<file path="src/rtl/shift_tx_sched.sv">
// rtl/shift_tx_sched.sv - two-requester round-robin parallel-to-serial frame scheduler
//
// Purpose:
//   Accepts a DATA_W-bit word from one of two valid/ready requesters and
//   shifts it out MSB first on sdo, one bit per clock. When both requesters
//   are offering a word, the one not served last is granted.
//
// Build option:
//   SHIFT_TX_PARITY_EN - when defined, each frame is followed by one extra
//   bit carrying the even parity (XOR) of the word.
//
// Ports:
//   clk, reset_n            clock, asynchronous active-low reset
//   req0_valid/data/ready   requester 0 handshake and word
//   req1_valid/data/ready   requester 1 handshake and word
//   sdo, sdo_en             serial data and qualifier
//   frame_start             high on the first bit of each frame
//   grant_id                requester whose frame is on sdo
//   busy                    high whenever a frame is in progress
module shift_tx_sched #(
  parameter int DATA_W = 8
) (
  input  logic              clk,
  input  logic              reset_n,
  input  logic              req0_valid,
  input  logic [DATA_W-1:0] req0_data,
  output logic              req0_ready,
  input  logic              req1_valid,
  input  logic [DATA_W-1:0] req1_data,
  output logic              req1_ready,
  output logic              sdo,
  output logic              sdo_en,
  output logic              frame_start,
  output logic              grant_id,
  output logic              busy
);

  localparam int CNT_W = $clog2(DATA_W);

`ifdef SHIFT_TX_PARITY_EN
  typedef enum logic [1:0] {IDLE, SHIFT, PAR} state_t;
`else
  typedef enum logic [1:0] {IDLE, SHIFT} state_t;
`endif

  state_t             state_q, state_d;
  logic [DATA_W-1:0]  shreg_q, shreg_d;
  logic [CNT_W-1:0]   cnt_q, cnt_d;
  logic               grant_q, grant_d;
  logic               last_grant_q, last_grant_d;
  logic               first_q, first_d;
`ifdef SHIFT_TX_PARITY_EN
  logic               par_q, par_d;
`endif

  logic               pick;
  logic [DATA_W-1:0]  acc_word;

  // With both requesters offering, pick the one not served last; otherwise
  // pick whichever is valid. Readies are held low while reset is asserted.
  always_comb begin
    pick       = (req0_valid && req1_valid) ? ~last_grant_q : req1_valid;
    req0_ready = reset_n && (state_q == IDLE) && req0_valid && !pick;
    req1_ready = reset_n && (state_q == IDLE) && req1_valid && pick;
    acc_word   = req1_ready ? req1_data : req0_data;
  end

  always_comb begin
    state_d      = state_q;
    shreg_d      = shreg_q;
    cnt_d        = cnt_q;
    grant_d      = grant_q;
    last_grant_d = last_grant_q;
    first_d      = 1'b0;
`ifdef SHIFT_TX_PARITY_EN
    par_d        = par_q;
`endif
    case (state_q)
      IDLE: begin
        if (req0_ready || req1_ready) begin
          shreg_d      = acc_word;
          grant_d      = req1_ready;
          last_grant_d = req1_ready;
          cnt_d        = CNT_W'(DATA_W - 1);
          first_d      = 1'b1;
          state_d      = SHIFT;
`ifdef SHIFT_TX_PARITY_EN
          par_d        = ^acc_word;
`endif
        end
      end
      SHIFT: begin
        shreg_d = {shreg_q[DATA_W-2:0], 1'b0};
        if (cnt_q == '0) begin
`ifdef SHIFT_TX_PARITY_EN
          state_d = PAR;
`else
          state_d = IDLE;
`endif
        end else begin
          cnt_d = cnt_q - 1'b1;
        end
      end
`ifdef SHIFT_TX_PARITY_EN
      PAR: begin
        state_d = IDLE;
      end
`endif
      default: begin
        state_d = IDLE;
      end
    endcase
  end

  // last_grant resets to 1 so requester 0 wins the first contest.
  always_ff @(posedge clk or negedge reset_n) begin
    if (!reset_n) begin
      state_q      <= IDLE;
      shreg_q      <= '0;
      cnt_q        <= '0;
      grant_q      <= 1'b0;
      last_grant_q <= 1'b1;
      first_q      <= 1'b0;
`ifdef SHIFT_TX_PARITY_EN
      par_q        <= 1'b0;
`endif
    end else begin
      state_q      <= state_d;
      shreg_q      <= shreg_d;
      cnt_q        <= cnt_d;
      grant_q      <= grant_d;
      last_grant_q <= last_grant_d;
      first_q      <= first_d;
`ifdef SHIFT_TX_PARITY_EN
      par_q        <= par_d;
`endif
    end
  end

  // Outputs decode from state only, so reset clears them without a clock edge.
  always_comb begin
    sdo         = 1'b0;
    sdo_en      = 1'b0;
    frame_start = 1'b0;
    case (state_q)
      SHIFT: begin
        sdo         = shreg_q[DATA_W-1];
        sdo_en      = 1'b1;
        frame_start = first_q;
      end
`ifdef SHIFT_TX_PARITY_EN
      PAR: begin
        sdo    = par_q;
        sdo_en = 1'b1;
      end
`endif
      default: begin
        sdo = 1'b0;
      end
    endcase
    busy     = (state_q != IDLE);
    grant_id = grant_q;
  end

endmodule

</file>
<file path="config.mk">
export PLATFORM = sky130hd
export DESIGN_NAME = shift_tx_sched
export DESIGN_NICKNAME = d
export VERILOG_FILES = /design/src/rtl/shift_tx_sched.sv
export SDC_FILE = /design/constraint.sdc
export NUM_CORES = 1
export LEC_CHECK = 0
export CORE_ASPECT_RATIO = 1.1
export CORE_UTILIZATION = 43
export DETAILED_ROUTE_END_ITERATION = 6
export HOLD_SLACK_MARGIN = 0.08
export PLACE_DENSITY_LB_ADDON = 0.2
export SLEW_MARGIN = 20
export SYNTH_ARGS = -nofsm -noshare
export SYNTH_HDL_FRONTEND = slang
export SYNTH_SLANG_ARGS = --single-unit
</file>
<file path="constraint.sdc">
create_clock -name clk -period 1.9 [get_ports clk]
set_clock_uncertainty 0.1 [all_clocks]
set_input_delay 0.285 -clock clk [delete_from_list [all_inputs] [get_ports clk]]
set_output_delay 0.285 -clock clk [all_outputs]
set_load 0.05 [all_outputs]
</file>
==> impl_metrics.py <==
metrics = {
    "synth": {
        "synthCells": 70,
        "synthFlopType": "dfrtp_1",
        "netlist_area_um2": 791,
        "synth.top_cell.area_share_pct": 44.3,
        "synth_top_family_by_area": "compound AO/OA/AOI/OAI gates",
        "async_flop_share_pct": 100,
        "yosysSeqAreaShare_pct": 47.6,
        "syn_nets": 92,
        "synth-compound-area-share_pct": 23.3,
        "synth_area_leader_cell": "dfrtp_1",
        "yosysUniqueCellTypes": 28,
        "synthMuxAreaShare_pct": 10.1,
        "ys_ff_latch": 15,
        "synth-edff-count": 0,
        "synthXorXnorAreaFrac_pct": 0,
        "yosysWarnings": 0,
        "synth_area_leaders": "dfrtp_1 (44%), a221o_1 (10%), mux2i_1 (10%)",
        "synthAdderAreaFrac_pct": 3.16,
        "syn-mean-instance-area_um2": 11.3,
        "synthSimpleGateAreaFrac_pct": 9.65,
    },
    "cts": {
        "cts_buffer_depth": 2,
        "tritoncts": "yes",
        "htree_levels": 1,
        "cts-root-buf": "clkbuf_4",
        "cts.sink_count": 15,
        "clkLatencyLatePin_ns": 0.29,
        "cts.reportedPaths.clkPinSlew_ns": 0.10,
        "cts_hold_buf": 0,
        "cts_buffers": 3,
    },
    "timing": {
        "layout_setup_ws_ns": 0.0717,
        "fin_crit_ns": 1.83,
        "fin_crit_sh_pct": 96.2,
        "setup_viol": 0,
        "rsz0062_at_grt": "no",
        "hold_viol": 0,
        "relSlewSlack_pct": 67.1,
        "fmax_mhz": 547,
        "finalMaxSlewViolations": 0,
        "worstMarginPinSlew_ns": 0.492,
        "tns_ns": 0,
    },
    "status": {
        "status": "finished clean",
    },
    "detailed_routing": {
        "wl_per_cell_um": 14.2,
        "remaining_drc_errors": 0,
        "drtIter0Drc": 2,
        "postRouteAntennaNets": 0,
        "firstDrtPassIters": 4,
        "finalWirelength_um": 1750,
        "vias_per_cell": 5.63,
        "vias": 692,
    },
    "power_and_ir_drop": {
        "internal_power_mw": 1.01,
        "power.total_mw": 1.68,
        "swShare_pct": 40.0,
        "irDropWorstVdd_v": 0.000814,
        "p_leak_nw": 0.586,
        "power.share.clock_pct": 11.2,
        "seqPwrFrac_pct": 33.5,
        "p_comb_share_pct": 55.3,
        "p_per_area_nw_per_um2": 1370,
        "switchingPower_uw": 671,
    },
    "placement": {
        "portBuffers": 26,
        "place_area_um2": 1200,
        "dpl.hpwl_um": 1450,
        "place_congestion": 0.731,
        "dp_cells": 119,
        "place_ws_ns": 0.0678,
    },
    "finish": {
        "final_cells": 123,
        "final_nets": 129,
        "syn2layout_area_growth_pct": 54.9,
        "diodes": 0,
        "drive_above_1_share_pct": 24.5,
        "multiInputGateArea_um2": 380,
        "postLayoutCellArea_um2": 1220,
        "fillers": 127,
        "regArea_um2": 378,
    },
    "setup_path": {
        "end_kind": "output pin",
        "arrival_ns": 1.44,
        "required_ns": 1.51,
        "worst-path-max-fanout": 2,
        "cp_slowest_cell": "clkdlybuf4s50_1",
        "crit_buf_inv": 1,
        "crit_type": "flop to output pin",
        "slowest_delay_ns": 0.80,
        "crit_chain": "clkdlybuf4s50_1",
        "cp-start-kind": "flop",
        "crit_family": "buffers and inverters",
    },
    "job": {
        "drv_cap": 0,
    },
    "global_route": {
        "grt_pass1_vias": 699,
        "grt_max_degree": 12,
        "antenna_found_initial": 0,
        "grt_pass1_wl_um": 3050,
        "grt_usage_pct": 21.4,
        "grt_overflow": 0,
    },
    "hold_path": {
        "hold_class": "input pin to async pin",
    },
    "die": {
        "core-area_um2": 1650,
        "initial_core_util_pct": 47.9,
        "die_h_um": 47.0,
        "io-pin-count": 27,
        "dieWidth_um": 42.9,
        "num_rows": 15,
        "die_area_um2": 2010,
    },
}
==> synth_stat cells (2+ instances only) <==
cell and number:
a21oi_1 8, a21oi_2 2, a221o_1 8, and2_1 2, buf_2 2, dfrtp_1 14
ha_1 2, inv_1 4, mux2i_1 8, nand3b_1 2
==> sequential cells by signal, summed over array words and instances, names as in the netlist <==
register	count
shreg_q	8
cnt_q	3
first_q	1
grant_id	1
last_grant_q	1
state_q	1
==> stage by stage <==
step	hold slack [ns]	utilization [%]
finish	0.307	74.2
global route	0.311	74.2
CTS	0.304	74.2
detailed placement	0.364	72.4
global placement	0.363	72.4
floorplan	-0.111	-
==> routing by layer <==
metal / vias up / GRT usage [%] / part of all wire [%]
met5: - / 0 / 0
met4: 0 / 11.3 / 2.4
met3: 5 / 4.62 / 3.9
met2: 20 / 39.1 / 54
met1: 334 / 23.9 / 40
li1: 333 / - / -
==> final cells by class <==
class / instances / share of cell area, %
clock inverters: 1 / 0.409
well taps: 17 / 1.74
inverters: 4 / 1.23
flip-flops and latches: 15 / 30.8
multi-input cells: 46 / 31.1
repair buffers: 37 / 32.9
clock buffers: 3 / 1.84
==> cell usage in the layout (no fill, tap or decap), drive strengths merged, types with 2 or more instances in the layout <==
cell type	synthesis	layout
dfrtp	14	14
nand3b	2	2
inv	4	4
clkbuf	1	3
a21oi	10	10
a221o	8	8
and2	3	3
ha	2	2
buf	4	17
clkdlybuf4s50	0	20
mux2i	8	8
==> power groups by stage <==
stage | logic (mW) | clock network (mW) | registers, mW
6_report | 0.927 | 0.188 | 0.562
5_1_grt | 0.996 | 0.215 | 0.581
4_1_cts | 0.937 | 0.193 | 0.564
3_5_place_dp | 0.934 | 0 | 0.568
3_3_place_gp | 0.906 | 0 | 0.559
2_1_floorplan | 0.561 | 0 | 0.596
==> logic make-up (layout without fill, tap and decap cells) <==
logic type                 after synthesis  in the layout
and+or+nand+nor                         12             12
muxes                                    8              8
buffers and inverters                    9             45
AOI/OAI and AO/OA                       24             24
adders and majority gates                2              2
DFF                                     15             15
==> repair_timing <==
| item | in CTS | in global routing |
|---|---|---|
| gates resized for setup | 1 | 0 |
| buffers inserted | 0 | 0 |
| setup endpoints to repair | 1 | 0 |
==> worst paths after layout <==
check                                            start                       end  slack [ns]  cells past startpoint
worst min-delay path                           reset_n      grant_id$_DFFE_PN0P_        0.31                      2
worst max register to register  state_q[0]$_DFFE_PN0P_    shreg_q[7]$_DFFE_PN0P_        0.39                      4
worst min register to register    grant_id$_DFFE_PN0P_      grant_id$_DFFE_PN0P_        0.38                      1
worst max-delay path              grant_id$_DFFE_PN0P_                  grant_id        0.07                      1
max in group asynchronous                      reset_n  last_grant_q$_DFFE_PN1P_        1.21                      2
min in group clk                  grant_id$_DFFE_PN0P_      grant_id$_DFFE_PN0P_        0.38                      1
Note: power is estimated with default switching activity, not from simulation.
